==> src/rtl/str_frame_if.sv <==
// Handshake bundle for the stream framer: length config, untagged upstream
// beats and framed downstream beats.
interface str_frame_if #(
   parameter int DATA_WIDTH = 8,
   parameter int LEN_WIDTH  = 16
);
   logic [LEN_WIDTH-1:0]  cfg_len;
   logic                  cfg_val;
   logic                  cfg_rdy;
   logic [DATA_WIDTH-1:0] up_data;
   logic                  up_val;
   logic                  up_rdy;
   logic [DATA_WIDTH-1:0] dn_data;
   logic                  dn_last;
   logic                  dn_val;
   logic                  dn_rdy;

   modport master (
      output cfg_len, cfg_val, up_data, up_val, dn_rdy,
      input  cfg_rdy, up_rdy, dn_data, dn_last, dn_val
   );

   modport slave (
      input  cfg_len, cfg_val, up_data, up_val, dn_rdy,
      output cfg_rdy, up_rdy, dn_data, dn_last, dn_val
   );
endinterface

==> src/rtl/str_frame.sv <==
// Stream framer: tags a run of cfg_len upstream beats with last on the final
// beat, through a registered output stage backed by a one-entry skid buffer.
module str_frame #(
   parameter int DATA_WIDTH = 8,
   parameter int LEN_WIDTH  = 16
) (
   input  logic       clk,
   input  logic       rst,
   str_frame_if.slave bus,
   output logic       busy
);
   typedef enum logic {IDLE, RUN} state_t;

   state_t                state;
   logic [LEN_WIDTH-1:0]  remain;
   logic [DATA_WIDTH-1:0] out_data;
   logic                  out_last;
   logic                  out_val;
   logic [DATA_WIDTH-1:0] skid_data;
   logic                  skid_last;
   logic                  skid_val;
   logic                  cfg_fire;
   logic                  up_fire;
   logic                  drain;
   logic                  beat_last;

   // Ready only depends on registers, so dn_rdy never reaches up_rdy.
   assign bus.cfg_rdy = rst & (state == IDLE);
   assign bus.up_rdy  = rst & (state == RUN) & ~skid_val;

   assign cfg_fire  = bus.cfg_val & bus.cfg_rdy;
   assign up_fire   = bus.up_val & bus.up_rdy;
   assign drain     = ~out_val | bus.dn_rdy;
   assign beat_last = (remain == LEN_WIDTH'(1));

   assign bus.dn_data = out_data;
   assign bus.dn_last = out_last;
   assign bus.dn_val  = out_val;
   assign busy        = (state == RUN) | out_val | skid_val;

   always_ff @(posedge clk) begin
      if (!rst) begin
         state  <= IDLE;
         remain <= '0;
      end else begin
         case (state)
            IDLE: begin
               if (cfg_fire && (bus.cfg_len != '0)) begin
                  remain <= bus.cfg_len;
                  state  <= RUN;
               end
            end
            RUN: begin
               if (up_fire) begin
                  remain <= remain - LEN_WIDTH'(1);
                  if (beat_last) begin
                     state <= IDLE;
                  end
               end
            end
            default: state <= IDLE;
         endcase
      end
   end

   // up_rdy is low whenever the skid is full, so a skid refill and a new
   // upstream beat can never compete for the output register.
   always_ff @(posedge clk) begin
      if (!rst) begin
         out_data  <= '0;
         out_last  <= 1'b0;
         out_val   <= 1'b0;
         skid_data <= '0;
         skid_last <= 1'b0;
         skid_val  <= 1'b0;
      end else if (drain) begin
         if (skid_val) begin
            out_data <= skid_data;
            out_last <= skid_last;
            out_val  <= 1'b1;
            skid_val <= 1'b0;
         end else if (up_fire) begin
            out_data <= bus.up_data;
            out_last <= beat_last;
            out_val  <= 1'b1;
         end else begin
            out_val <= 1'b0;
         end
      end else if (up_fire) begin
         skid_data <= bus.up_data;
         skid_last <= beat_last;
         skid_val  <= 1'b1;
      end
   end
endmodule

==> src/flat_wrapper.sv <==
// flat-port wrapper written by rule: the top's interface ports become plain ports
module str_frame_flat 
#(
   parameter int DATA_WIDTH = 8,
   parameter int LEN_WIDTH  = 16
)
  (clk, rst, busy, bus_cfg_len, bus_cfg_val, bus_up_data, bus_up_val, bus_dn_rdy, bus_cfg_rdy, bus_up_rdy, bus_dn_data, bus_dn_last, bus_dn_val);
  str_frame_if #(.DATA_WIDTH(DATA_WIDTH), .LEN_WIDTH(LEN_WIDTH)) bus_i ();
  input  logic clk;
  input  logic rst;
  output logic busy;
  input wire logic [$bits(bus_i.cfg_len)-1:0] bus_cfg_len;
  input wire logic [$bits(bus_i.cfg_val)-1:0] bus_cfg_val;
  input wire logic [$bits(bus_i.up_data)-1:0] bus_up_data;
  input wire logic [$bits(bus_i.up_val)-1:0] bus_up_val;
  input wire logic [$bits(bus_i.dn_rdy)-1:0] bus_dn_rdy;
  output wire logic [$bits(bus_i.cfg_rdy)-1:0] bus_cfg_rdy;
  output wire logic [$bits(bus_i.up_rdy)-1:0] bus_up_rdy;
  output wire logic [$bits(bus_i.dn_data)-1:0] bus_dn_data;
  output wire logic [$bits(bus_i.dn_last)-1:0] bus_dn_last;
  output wire logic [$bits(bus_i.dn_val)-1:0] bus_dn_val;
  assign bus_i.cfg_len = bus_cfg_len;
  assign bus_i.cfg_val = bus_cfg_val;
  assign bus_i.up_data = bus_up_data;
  assign bus_i.up_val = bus_up_val;
  assign bus_i.dn_rdy = bus_dn_rdy;
  assign bus_cfg_rdy = bus_i.cfg_rdy;
  assign bus_up_rdy = bus_i.up_rdy;
  assign bus_dn_data = bus_i.dn_data;
  assign bus_dn_last = bus_i.dn_last;
  assign bus_dn_val = bus_i.dn_val;
  str_frame #(.DATA_WIDTH(DATA_WIDTH), .LEN_WIDTH(LEN_WIDTH)) u_core (.clk(clk), .rst(rst), .bus(bus_i), .busy(busy));
endmodule
==> config.mk <==
export PLATFORM = sky130hd
export DESIGN_NAME = str_frame_flat
export DESIGN_NICKNAME = d
export VERILOG_FILES = /design/src/rtl/str_frame_if.sv /design/src/rtl/str_frame.sv /design/src/flat_wrapper.sv
export SDC_FILE = /design/constraint.sdc
export NUM_CORES = 1
export LEC_CHECK = 0
export ABC_CLOCK_PERIOD_IN_PS = 2550
export BUFFER_PORTS_ARGS = -buffer_cell sky130_fd_sc_hd__buf_2
export CAP_MARGIN = 30
export CELL_PAD_IN_SITES_DETAIL_PLACEMENT = 1
export CELL_PAD_IN_SITES_GLOBAL_PLACEMENT = 1
export CORE_MARGIN = 2
export CORE_UTILIZATION = 24
export DETAILED_ROUTE_END_ITERATION = 16
export PLACE_DENSITY_LB_ADDON = 0.1
export SYNTH_ARGS = -nofsm -noshare
export SYNTH_HDL_FRONTEND = slang
export SYNTH_SLANG_ARGS = --single-unit
==> constraint.sdc <==
create_clock -name clk -period 2.55 [get_ports clk]
set_input_delay 0.255 -clock clk [delete_from_list [all_inputs] [get_ports clk]]
set_output_delay 0.255 -clock clk [all_outputs]
set_load 0.01 [all_outputs]
### Word-level counts from Yosys, hierarchy flattened

Index checks and enable logic that the tools add are counted.

| storage, ports and cells | value |
|---|---|
| flip-flop bits (word level) | 37 |
| bits of input ports | 29 |
| output and inout bits | 13 |
| logic and storage cells | 45 |

| operators by class | value |
|---|---|
| $add $sub $neg | 1 |
| eq/ne operators | 3 |
| mux-type cells | 13 |
| bitwise logic cells | 13 |
| reduce and logical (&&, ||, !) cells | 7 |

Operators with widths:

| kind | number |
|---|---|
| 16-bit two-way mux | 2 |
| 16-bit case mux with 2 select lines | 1 |
| 16-bit by 1-bit == test with 1-bit output, second input constant | 1 |
| 8-bit two-way mux | 2 |
| 16-bit nonzero test | 1 |
| 16-bit by 1-bit subtractor with 16-bit output, second input constant | 1 |
| 1-bit two-way mux | 7 |
| 2-bit AND reduction | 3 |
| 1-bit AND | 5 |
| 1-bit NOT | 5 |
| 2-bit inequality test, second input constant | 2 |
| 1-bit OR | 3 |
| 1-bit case mux with 2 select lines | 1 |
| 2-bit nonzero test | 1 |
| 2-bit OR reduction | 1 |
| 1-bit logical AND | 1 |

### Logic depth before layout (Yosys ltp)

Gate-level depths: netlist of the first run.

| logic depth | value |
|---|---|
| depth in word-level cells | 6 |
| gate-level depth with buffers | 7 |
| depth with buffers taken out | 7 |

### Least setup slack after synthesis of the first run

Ideal clock, no wire load.

| timing path | value |
|---|---|
| path kind | register to register |
| start point | reg u_core.remain[0] |
| end point | reg u_core.remain[12] |
| setup time | 0.075 ns |
| data arrival time | 1.732 ns |
| required time | 2.475 ns |
| slack | 0.743 ns |
| cell stages (with the launch flop) | 8 |
| buffers on the path | 0 |
| clock period less this slack | 1.807 ns |
| cell sequence | dfxtp_1 > inv_1 > ha_1 > or4b_1 > nor4_4 > nand3_1 > a21boi_0 > o22ai_1 |

| on the way | value |
|---|---|
| word-level cells in the longest chain between the ends | 3 |

Ends and longest elaborated chain:

| item | line | RTL |
|---|---|---|
| start, declared | str_frame.sv:15 | `logic [LEN_WIDTH-1:0] remain;` |
| start signal, assigned | str_frame.sv:49 | `remain <= bus.cfg_len;` |
| start signal, assigned | str_frame.sv:55 | `remain <= remain - LEN_WIDTH'(1);` |
| 16-bit by 1-bit subtractor with 16-bit output | str_frame.sv:55 |  |
| 16-bit two-way mux | str_frame.sv:54 | `if (up_fire) begin` |
| 16-bit case mux with 2 select lines | str_frame.sv:46 | `case (state)` |

Every way passes these cells. The select of a mux whose other input is x is not followed.
A chain may end at the register's enable or synchronous reset.

### Final worst setup path of the first run

Same ends and word-level chain as after synthesis.

==> results.py, run 1 <==
metrics = {
    "run_status": {
        "status": "completed",
    },
    "synthesis": {
        "synth.area.top_cells": "dfxtp_1, mux2i_1, nand2_1, nor2b_1, o211a_1",
        "postSynthCellCount": 228,
        "synth-seq-area-share_pct": 37.4,
        "yosysTopAreaCell": "dfxtp_1",
        "post-synth-top-count-cell": "dfxtp_1",
        "synth_commonest_cells": "dfxtp_1, nand2_1, mux2i_1, a21oi_1, nor2_1",
        "synth-seq-cells": 37,
        "synth_edf_count": 0,
        "synth_cell_types": 47,
        "syn_area_per_cell_um2": 8.70,
        "ys_async_sr_fraction_pct": 0,
        "synth_ff_type": "dfxtp_1",
        "syn_nets": 259,
        "synth_warnings": 0,
        "synth_area_um2": 1980,
        "synth_top_cell_area_share_pct": 37.4,
    },
    "placement": {
        "dp_hpwl_um": 3920,
        "io_buffers": 41,
        "dp.cells": 367,
        "gp_congestion": 0.694,
    },
    "layout": {
        "finalNetCount": 300,
        "final-seq-area_um2": 741,
        "antennaDiodeCount": 0,
        "fillers": 978,
        "drive_gt1_share_pct": 24.1,
        "multiInputGateArea_um2": 1160,
        "area_delta_synth_final_pct": 22.2,
        "final_cells": 375,
    },
    "worst_hold_path": {
        "hold_depth": 3,
        "hold_class": "input pin to flop",
        "hold-path-endpoint": "u_core.skid_data[5]",
        "hold_start": "bus_up_data[5]",
    },
    "sta": {
        "finalMaxSlewViolations": 0,
        "tns_ns": 0,
        "max_freq_mhz": 469,
        "rsz0062_at_grt": "false",
        "slew_headroom_pct": 53.4,
        "finalHoldViolations": 0,
        "clock_skew_ns": 0.00983,
        "worst_pin_slew_ns": 0.698,
        "setup_viol": 0,
        "finalCriticalPeriod_ns": 2.13,
        "fin_crit_sh_pct": 83.6,
    },
    "global_route": {
        "antenna_found_initial": 0,
        "grtUsageTotal_pct": 13.5,
        "grt_max_degree": 39,
        "gr-total-overflow": 0,
        "grt_pass1_wl_um": 9430,
        "grt_pass1_vias": 1791,
    },
    "route": {
        "avgViaCountPerCell": 4.90,
        "route.detailed.drc": 0,
        "vias": 1839,
        "antenna_left": 0,
        "routed_wl_um": 5650,
        "drtPass1Iterations": 4,
        "dr.first_iter.drc_count": 50,
        "wl_per_cell_um": 15.1,
    },
    "clock_network": {
        "ctsHtreeMaxLevel": 2,
        "post_cts_resized": 0,
        "clk_pin_slew_ns": 0.09,
        "cts_tree": "built",
        "postCtsSetupBuffers": 0,
        "clock_sinks": 37,
        "clockBufferDepth": 2,
        "cts_hold_buffers": 0,
        "numCtsBuffers": 5,
        "insertion_delay_ns": 0.30,
        "cts_root_buf": "clkbuf_8",
    },
    "die": {
        "initial_utilization_pct": 24.5,
        "io_pins": 42,
        "die_height_um": 94.9,
        "fp.dieW_um": 94.9,
        "row_count": 33,
        "die-area_um2": 9010,
        "core_um2": 8090,
    },
    "critical_path": {
        "rrSetupSlack_ns": 0.42,
        "critPathRequiredTime_ns": 2.78,
        "crit_arrival_ns": 2.36,
        "end_kind": "flop",
        "rr_worst_depth": 7,
        "slowest_stage": "or4b_1",
        "crit_family": "simple AND/OR/NAND/NOR gates",
        "max_stage_delay_ns": 0.58,
        "crit_fanout": 6,
        "worstSetupStartpointType": "flop",
        "path_class": "flop to flop",
        "timing.rr.start": "u_core.remain[0]",
        "reg2reg_to": "u_core.remain[12]",
        "worstPathCellList": "inv_1 -> ha_1 -> or4b_1 -> nor4_4 -> nand3_1 -> a21boi_0 -> o22ai_1",
        "cp_num_buf_inv": 1,
        "cp-startpoint": "u_core.remain[0]",
    },
    "power": {
        "ir_drop_mv": 0.221,
        "power_leakage_uw": 0.000986,
        "p_per_area_nw_per_um2": 631,
    },
    "run": {
        "maxCapViolations": 0,
    },
}
==> sequential cells by signal (all words and copies together), names as in the netlist <==
name / cells
u_core.remain: 16
u_core.bus.dn_data: 8
u_core.skid_data: 8
u_core.bus.dn_last: 1
u_core.bus.dn_val: 1
u_core.skid_last: 1
u_core.skid_val: 1
u_core.state: 1
==> cell type report <==
cell class,instances,area share (%)
tap,105,5.42
multi-input combinational,172,48.0
timing repair buffer,47,10.3
inverter,6,0.929
sequential,37,30.6
clock buffer,5,2.84
clock inverter,3,1.91
==> tightest hold or removal path: cells and delay by family <==
kind / cells / cell delay, ns
simple gates: 1 / 0.10
buf+inv: 1 / 0.08
mux: 1 / 0.06
==> power breakdown <==
part / leakage, uW / switching, uW / total (uW) / internal [uW]
combinational: 0.000629 / 191 / 334 / 144
sequential: 0.000302 / 40.7 / 654 / 614
clock: 0.0000543 / 247 / 540 / 293
==> placed cells by master (no fill, tap or decap), types with 3 or more instances in the layout <==
| cell | instances |
|---|---|
| inv_1 | 5 |
| a21oi_1 | 14 |
| buf_2 | 41 |
| nor2b_1 | 13 |
| o211ai_1 | 4 |
| buf_4 | 6 |
| a21boi_1 | 3 |
| nor3_1 | 7 |
| nand2_1 | 25 |
| nor4_1 | 6 |
| o211a_1 | 8 |
| o22ai_1 | 8 |
| mux2i_1 | 20 |
| a21boi_0 | 3 |
| nor2_1 | 14 |
| clkbuf_8 | 5 |
| o21ai_1 | 7 |
| dfxtp_1 | 37 |
| nand3_1 | 4 |
| nor3b_1 | 3 |
==> routing by layer <==
layer  wire (um)  global-route usage [%]  vias up  share of wire, %
li1            -                       -      918                 -
met2        2300                    19.1       33                41
met1        3060                    20.4      883                54
met3         212                    2.47        5               3.8
met5           0                       0        -                 0
met4          72                    4.35        0               1.3
==> cell families after synthesis <==
logic type / Yosys count / synth area share, %
adder cells (fa/ha/maj): 2 / 1.26
flip-flops: 37 / 37.4
AO/OA/AOI/OAI: 61 / 21.1
multiplexers: 21 / 10.9
AND/OR/NAND/NOR: 88 / 25.2
buffers and inverters: 19 / 4.29
==> stage by stage <==
| stage | power [uW] | util, % | setup slack (ns) | cell area (um2) | hold slack, ns |
|---|---|---|---|---|---|
| detailed placement | 1000 | 28.5 | 0.442 | 2310 | 0.463 |
| global route | 1620 | 29.9 | 0.215 | 2420 | 0.245 |
| CTS | 1550 | 29.9 | 0.397 | 2420 | 0.223 |
| floorplan | 892 | - | 0.743 | 1980 | 0.424 |
| global placement | 1010 | 28.5 | 0.401 | 2310 | 0.452 |
| finish | 1530 | 29.9 | 0.418 | 2420 | 0.225 |
==> worst max path at each step <==
stage / to / slack [ns] / depth (start not counted)
2_1_floorplan: u_core.remain[12] / 0.74 / 7
3_3_place_gp: u_core.remain[12] / 0.40 / 7
3_5_place_dp: u_core.remain[12] / 0.44 / 7
4_1_cts: u_core.remain[12] / 0.40 / 7
5_1_grt: u_core.remain[8] / 0.21 / 7
6_report: u_core.remain[12] / 0.42 / 7
Note: power is estimated with default switching activity, not from simulation.
==> inputs of run 2 (changes only) <==
--- a/config.mk
+++ b/config.mk
@@ -5,7 +5,8 @@
 export SDC_FILE = /design/constraint.sdc
 export NUM_CORES = 1
 export LEC_CHECK = 0
-export ABC_CLOCK_PERIOD_IN_PS = 2550
+export ABC_AREA = 1
+export ABC_CLOCK_PERIOD_IN_PS = 2120
 export BUFFER_PORTS_ARGS = -buffer_cell sky130_fd_sc_hd__buf_2
 export CAP_MARGIN = 30
 export CELL_PAD_IN_SITES_DETAIL_PLACEMENT = 1
==> constraint.sdc (replaced) <==
create_clock -name clk -period 2.12 [get_ports clk]
set_input_delay 0.212 -clock clk [delete_from_list [all_inputs] [get_ports clk]]
set_output_delay 0.212 -clock clk [all_outputs]
set_load 0.01 [all_outputs]
==> run 2 against run 1 <==
Effect of this change: hold slack lost 0.068 ns; die area grew 4.2%; clock power grew 26%; sequential power grew 19%; clock skew shrank 0.0044 ns; worst setup slack gained 0.028 ns; wire length grew 19%; combinational power grew 43%; fmax grew 27%; sequential share of layout area shrank 0.92 points; via count grew 18%; largest cell class unchanged.
==> results.py, run 2 <==
metrics = {
    "sta": {
        "finalHoldViolations": 0,
        "setup_viol": 0,
        "hold-worst-slack_ns": 0.157,
        "slew_headroom_pct": 65.6,
        "rsz0062_at_grt": "false",
        "tns_ns": 0,
        "max_freq_mhz": 597,
        "fin_crit_sh_pct": 79.0,
        "clock_skew_ns": 0.00540,
        "finalCriticalPeriod_ns": 1.67,
        "worst_pin_slew_ns": 0.516,
        "finalMaxSlewViolations": 0,
    },
    "placement": {
        "dp_hpwl_um": 4890,
        "gp_congestion": 0.686,
        "io_buffers": 41,
    },
    "synthesis": {
        "ys_async_sr_fraction_pct": 0,
        "synth.area.top_cells": "dfxtp_1, nand2_1, nor2_1, o21ai_0, nand3_1",
        "synth_ff_type": "dfxtp_1",
        "post-synth-top-count-cell": "nand2_1",
        "synth-seq-area-share_pct": 35.8,
        "syn_area_per_cell_um2": 6.47,
        "synth_warnings": 0,
        "synth_top_cell_area_share_pct": 35.8,
        "synth_area_um2": 2070,
        "syn_nets": 351,
        "yosysTopAreaCell": "dfxtp_1",
        "postSynthCellCount": 320,
        "synth_cell_types": 28,
        "synth_commonest_cells": "nand2_1, nor2_1, dfxtp_1, o21ai_0, nand3_1",
        "synth-seq-cells": 37,
        "synth_edf_count": 0,
    },
    "die": {
        "core_um2": 8300,
        "io_pins": 42,
        "fp.dieW_um": 96.9,
        "initial_utilization_pct": 24.9,
        "die-area_um2": 9380,
        "row_count": 33,
        "die_height_um": 96.9,
    },
    "clock_network": {
        "clock_sinks": 37,
        "post_cts_resized": 0,
        "cts_hold_buffers": 0,
        "ctsHtreeMaxLevel": 2,
        "clockBufferDepth": 2,
        "cts_root_buf": "clkbuf_8",
        "insertion_delay_ns": 0.30,
        "postCtsSetupBuffers": 0,
        "numCtsBuffers": 5,
        "clk_pin_slew_ns": 0.08,
        "cts_tree": "built",
    },
    "critical_path": {
        "rr_worst_depth": 7,
        "rrSetupSlack_ns": 0.45,
        "reg2reg_to": "u_core.remain[1]",
        "timing.rr.start": "u_core.state",
        "crit_arrival_ns": 1.87,
        "critPathRequiredTime_ns": 2.32,
        "worstSetupStartpointType": "flop",
        "end_kind": "flop",
        "worstPathCellList": "nand2_2 -> nor2_4 -> nand2_4 -> nand2_2 -> inv_2 -> nor2_1 -> nor2_1",
        "slowest_stage": "dfxtp_1",
        "crit_fanout": 18,
        "path_class": "flop to flop",
        "max_stage_delay_ns": 0.43,
    },
    "route": {
        "routed_wl_um": 6730,
        "route.detailed.drc": 0,
        "antenna_left": 0,
        "dr.first_iter.drc_count": 63,
        "drtPass1Iterations": 4,
        "vias": 2161,
        "wl_per_cell_um": 14.4,
        "avgViaCountPerCell": 4.63,
    },
    "run_status": {
        "status": "completed",
    },
    "layout": {
        "area_delta_synth_final_pct": 20.7,
        "mostFrequentLayoutCell": "nand2_1",
        "antennaDiodeCount": 0,
        "finalNetCount": 392,
        "largest_reg_flops": 16,
        "top_register": "u_core.remain",
        "final_cell_mix": "nand2_1, nor2_1, buf_2, dfxtp_1, o21ai_0",
        "drive_gt1_share_pct": 19.3,
    },
    "worst_hold_path": {
        "hold-path-endpoint": "u_core.skid_data[7]",
        "hold_class": "input pin to flop",
        "hold_depth": 3,
        "hold_start": "bus_up_data[7]",
    },
    "power": {
        "clkPwrFrac_pct": 35.0,
        "swShare_pct": 33.5,
        "p_per_area_nw_per_um2": 776,
        "internal_power_uw": 1290,
        "pwr-share-seq_pct": 40.3,
        "combPwrFrac_pct": 24.7,
        "ir_drop_mv": 0.242,
        "power_leakage_uw": 0.00115,
        "power.switching_uw": 650,
    },
    "run": {
        "maxCapViolations": 0,
    },
    "global_route": {
        "grt_pass1_wl_um": 11200,
        "grtUsageTotal_pct": 14.7,
        "antenna_found_initial": 0,
        "grt_max_degree": 19,
        "gr-total-overflow": 0,
        "grt_pass1_vias": 2287,
    },
}
==> run 2: cell count changes after synthesis, sizes merged, moves of 20 or more <==
| cell | previous run | this run |
|---|---|---|
| nand3 | 4 | 24 |
| nor2 | 14 | 62 |
| nand2 | 25 | 77 |
| mux2i | 20 | 0 |
| inv | 5 | 25 |
| o21ai | 9 | 38 |
==> run 2: worst max-delay path by stage <==
stage               slack [ns]           start                 to
finish                    0.45    u_core.state   u_core.remain[1]
CTS                       0.44    u_core.state   u_core.remain[1]
floorplan                 0.84    u_core.state  u_core.remain[11]
detailed placement        0.43  bus_cfg_len[6]   u_core.remain[8]
global placement          0.47  bus_cfg_len[4]  u_core.remain[14]
global route              0.29    u_core.state   u_core.remain[0]
==> run 2: cell type report <==
type	instances	area (um2)
Timing Repair Buffer	48	258
Tap cell	105	131
Fill cell	1079	5800
Clock buffer	6	82.6
Multi-Input combinational cell	243	1140
Sequential cell	37	741
Inverter	26	105
Clock inverter	2	37.5
==> run 2: kinds of logic (layout without fill, tap and decap cells) <==
| group | Yosys count | in the layout | synth area share (%) |
|---|---|---|---|
| buffers and inverters | 40 | 82 | 8.95 |
| flip-flops | 37 | 37 | 35.8 |
| AO/OA/AOI/OAI | 60 | 60 | 15.2 |
| XOR/XNOR | 3 | 3 | 1.27 |
| AND/OR/NAND/NOR | 178 | 178 | 37.6 |
| adder cells (fa/ha/maj) | 2 | 2 | 1.21 |
==> run 2: power by group through the flow <==
stage | Sequential, uW | Combinational, uW | Clock (uW)
3_5_place_dp | 797 | 486 | 0
3_3_place_gp | 797 | 483 | 0
4_1_cts | 781 | 489 | 696
2_1_floorplan | 787 | 336 | 0
6_report | 781 | 479 | 679
5_1_grt | 788 | 560 | 723
==> run 2: metal layers <==
layer	track usage, %	part of all wire, %	up-vias
li1	-	-	1118
met1	20.5	52	1008
met2	23.1	45	27
met3	2.10	2.3	8
met4	5.09	1.4	0
met5	0	0	-
==> run 2: through the flow <==
| stage | worst slack (ns) | std cells | total power [uW] | utilization, % | instance area (um2) |
|---|---|---|---|---|---|
| 6_report | 0.446 | 467 | 1940 | 30.1 | 2500 |
| 5_1_grt | 0.287 | 467 | 2070 | 30.1 | 2500 |
| 3_5_place_dp | 0.427 | 459 | 1280 | 28.7 | 2380 |
| 4_1_cts | 0.441 | 467 | 1970 | 30.1 | 2500 |
| 2_1_floorplan | 0.841 | 320 | 1120 | - | 2070 |
| 3_3_place_gp | 0.466 | 459 | 1280 | 28.7 | 2380 |
==> run 2: critical path, delay by kind of cell, from the launching register on <==
kind	cells	cell delay, ns
buffers and inverters	1	0.21
DFF	1	0.43
and+or+nand+nor	6	0.93
==> inputs of run 3 (changes only) <==
--- a/config.mk
+++ b/config.mk
@@ -6,7 +6,7 @@
 export NUM_CORES = 1
 export LEC_CHECK = 0
 export ABC_AREA = 1
-export ABC_CLOCK_PERIOD_IN_PS = 2120
+export ABC_CLOCK_PERIOD_IN_PS = 1500
 export BUFFER_PORTS_ARGS = -buffer_cell sky130_fd_sc_hd__buf_2
 export CAP_MARGIN = 30
 export CELL_PAD_IN_SITES_DETAIL_PLACEMENT = 1
==> constraint.sdc (replaced) <==
create_clock -name clk -period 1.5 [get_ports clk]
set_input_delay 0.15 -clock clk [delete_from_list [all_inputs] [get_ports clk]]
set_output_delay 0.15 -clock clk [all_outputs]
set_load 0.01 [all_outputs]
==> run 3 against run 2 <==
Effect of this change: sequential cell count stayed put; worst setup slack worse by 0.37 ns; final cell count is 1.9% higher; hold slack worse by 0.052 ns; register-to-register slack worse by 0.37 ns; power is 41% higher; die area stayed put; wire length is 2.5% higher.
==> results.py, run 3 (synthesized netlist as in run 2, its figures left out) <==
metrics = {
    "placement": {
        "pre_cts_slack_ns": 0.0242,
        "io_buffers": 41,
        "gp_congestion": 0.786,
        "dp_hpwl_um": 5140,
        "place_area_um2": 2450,
    },
    "die": {
        "io_pins": 42,
        "core_um2": 8300,
        "row_count": 33,
        "die-area_um2": 9380,
        "die_height_um": 96.9,
        "initial_utilization_pct": 24.9,
        "fp.dieW_um": 96.9,
    },
    "power": {
        "power_leakage_uw": 0.00120,
        "ir_drop_mv": 0.321,
        "p_per_area_nw_per_um2": 1050,
        "p_total_uw": 2730,
    },
    "global_route": {
        "grt_pass1_vias": 2235,
        "gr-total-overflow": 0,
        "grt_use_met1_pct": 21.3,
        "antenna_found_initial": 0,
        "grt_pass1_wl_um": 11400,
        "grt_max_degree": 25,
        "grtUsageMet2_pct": 23.2,
        "grtUsageTotal_pct": 14.9,
        "grt.met3_usage_pct": 2.67,
        "busiest_layer": "met2",
    },
    "layout": {
        "mostFrequentLayoutCell": "nand2_1",
        "largest_reg_flops": 16,
        "top_register": "u_core.remain",
        "finalNetCount": 402,
        "design_area_um2": 2600,
        "final_cell_mix": "nand2_1, nor2_1, buf_2, o21ai_0, dfxtp_1",
        "antennaDiodeCount": 0,
        "area_delta_synth_final_pct": 25.8,
        "drive_gt1_share_pct": 25.3,
    },
    "sta": {
        "rsz0062_at_grt": "true",
        "setup_viol": 0,
        "finalCriticalPeriod_ns": 1.42,
        "finalWorstSetupSlack_ns": 0.0795,
        "slew_headroom_pct": 79.5,
        "max_freq_mhz": 704,
        "fin_crit_sh_pct": 94.7,
        "hold-worst-slack_ns": 0.105,
        "finalMaxSlewViolations": 0,
        "worst_pin_slew_ns": 0.304,
        "clock_skew_ns": 0.0130,
        "finalHoldViolations": 0,
    },
    "critical_path": {
        "worstSetupStartpointType": "flop",
        "rr_worst_depth": 8,
        "end_kind": "flop",
        "path_class": "flop to flop",
        "reg2reg_to": "u_core.state",
        "crit_fanout": 3,
        "rrSetupSlack_ns": 0.08,
        "crit_arrival_ns": 1.62,
        "timing.rr.start": "u_core.remain[1]",
        "critPathRequiredTime_ns": 1.70,
    },
    "clock_network": {
        "clk_pin_slew_ns": 0.09,
        "insertion_delay_ns": 0.30,
        "ctsHtreeMaxLevel": 2,
        "postCtsSetupBuffers": 0,
        "numCtsBuffers": 5,
        "post_cts_resized": 0,
        "cts_tree": "built",
        "cts_root_buf": "clkbuf_8",
        "cts_hold_buffers": 0,
        "clockBufferDepth": 2,
        "clock_sinks": 37,
    },
    "run_status": {
        "status": "completed",
    },
    "worst_hold_path": {
        "hold_class": "input pin to flop",
        "hold-path-endpoint": "u_core.skid_data[5]",
        "hold_depth": 3,
        "hold_start": "bus_up_data[5]",
    },
    "route": {
        "wl_per_cell_um": 14.5,
        "avgViaCountPerCell": 4.57,
        "dr.first_iter.drc_count": 73,
        "routed_wl_um": 6900,
        "drtPass1Iterations": 4,
        "vias": 2173,
        "route.detailed.drc": 0,
        "antenna_left": 0,
    },
    "run": {
        "maxCapViolations": 0,
    },
}
## run 3: changes by cell type in the layout (fill, tap and decap cells not counted), moves of 3 or more
cell,change
buf_4,+10
nor2_2,+4
dfxtp_2,+3
dfxtp_1,-3
nor2_1,-4
## run 3: layout make-up
| class | count | area [um2] |
|---|---|---|
| inverters | 26 | 105 |
| clock buffers | 5 | 68.8 |
| repair buffers | 58 | 333 |
| fillers | 1064 | 5700 |
| clock inverters | 2 | 35.0 |
| flip-flops and latches | 37 | 744 |
| multi-input cells | 243 | 1180 |
| well taps | 105 | 131 |
## run 3: worst max path at each step
stage	start	cells after the start	slack, ns	end
after floorplan	u_core.state	9	0.22	u_core.remain[11]
after global placement	u_core.state	8	0.02	u_core.remain[11]
after detailed placement	bus_cfg_len[14]	10	0.02	u_core.remain[14]
after CTS	u_core.remain[3]	7	0.01	u_core.remain[9]
after global routing	u_core.remain[1]	8	-0.07	u_core.state
final	u_core.remain[1]	8	0.08	u_core.state
## run 3: critical path: stages (launching register included)
cell	delay, ns
dfxtp_2	0.34
inv_2	0.06
ha_2	0.18
nand3_2	0.11
nor4_4	0.24
buf_4	0.15
nand2_1	0.07
nor2_1	0.10
o21ai_0	0.07
## run 3: metal layers
metal  vias up  wire length [um]
li1       1136                 -
met1      1003              3540
met2        28              3070
met3         6               212
met4         0                76
met5         -                 0
## run 3: power breakdown
group | leakage (uW) | switching, uW | internal [uW]
sequential | 0.000303 | 64.1 | 1040
combinational | 0.000839 | 459 | 281
clock | 0.0000540 | 402 | 484
## run 3: through the flow
stage / cells / setup TNS (ns) / utilization [%]
after floorplan: 320 / 0 / -
after global placement: 469 / 0 / 29.6
after detailed placement: 469 / 0 / 29.6
after CTS: 476 / 0 / 30.8
after global routing: 476 / -0.117 / 31.4
final: 476 / 0 / 31.4
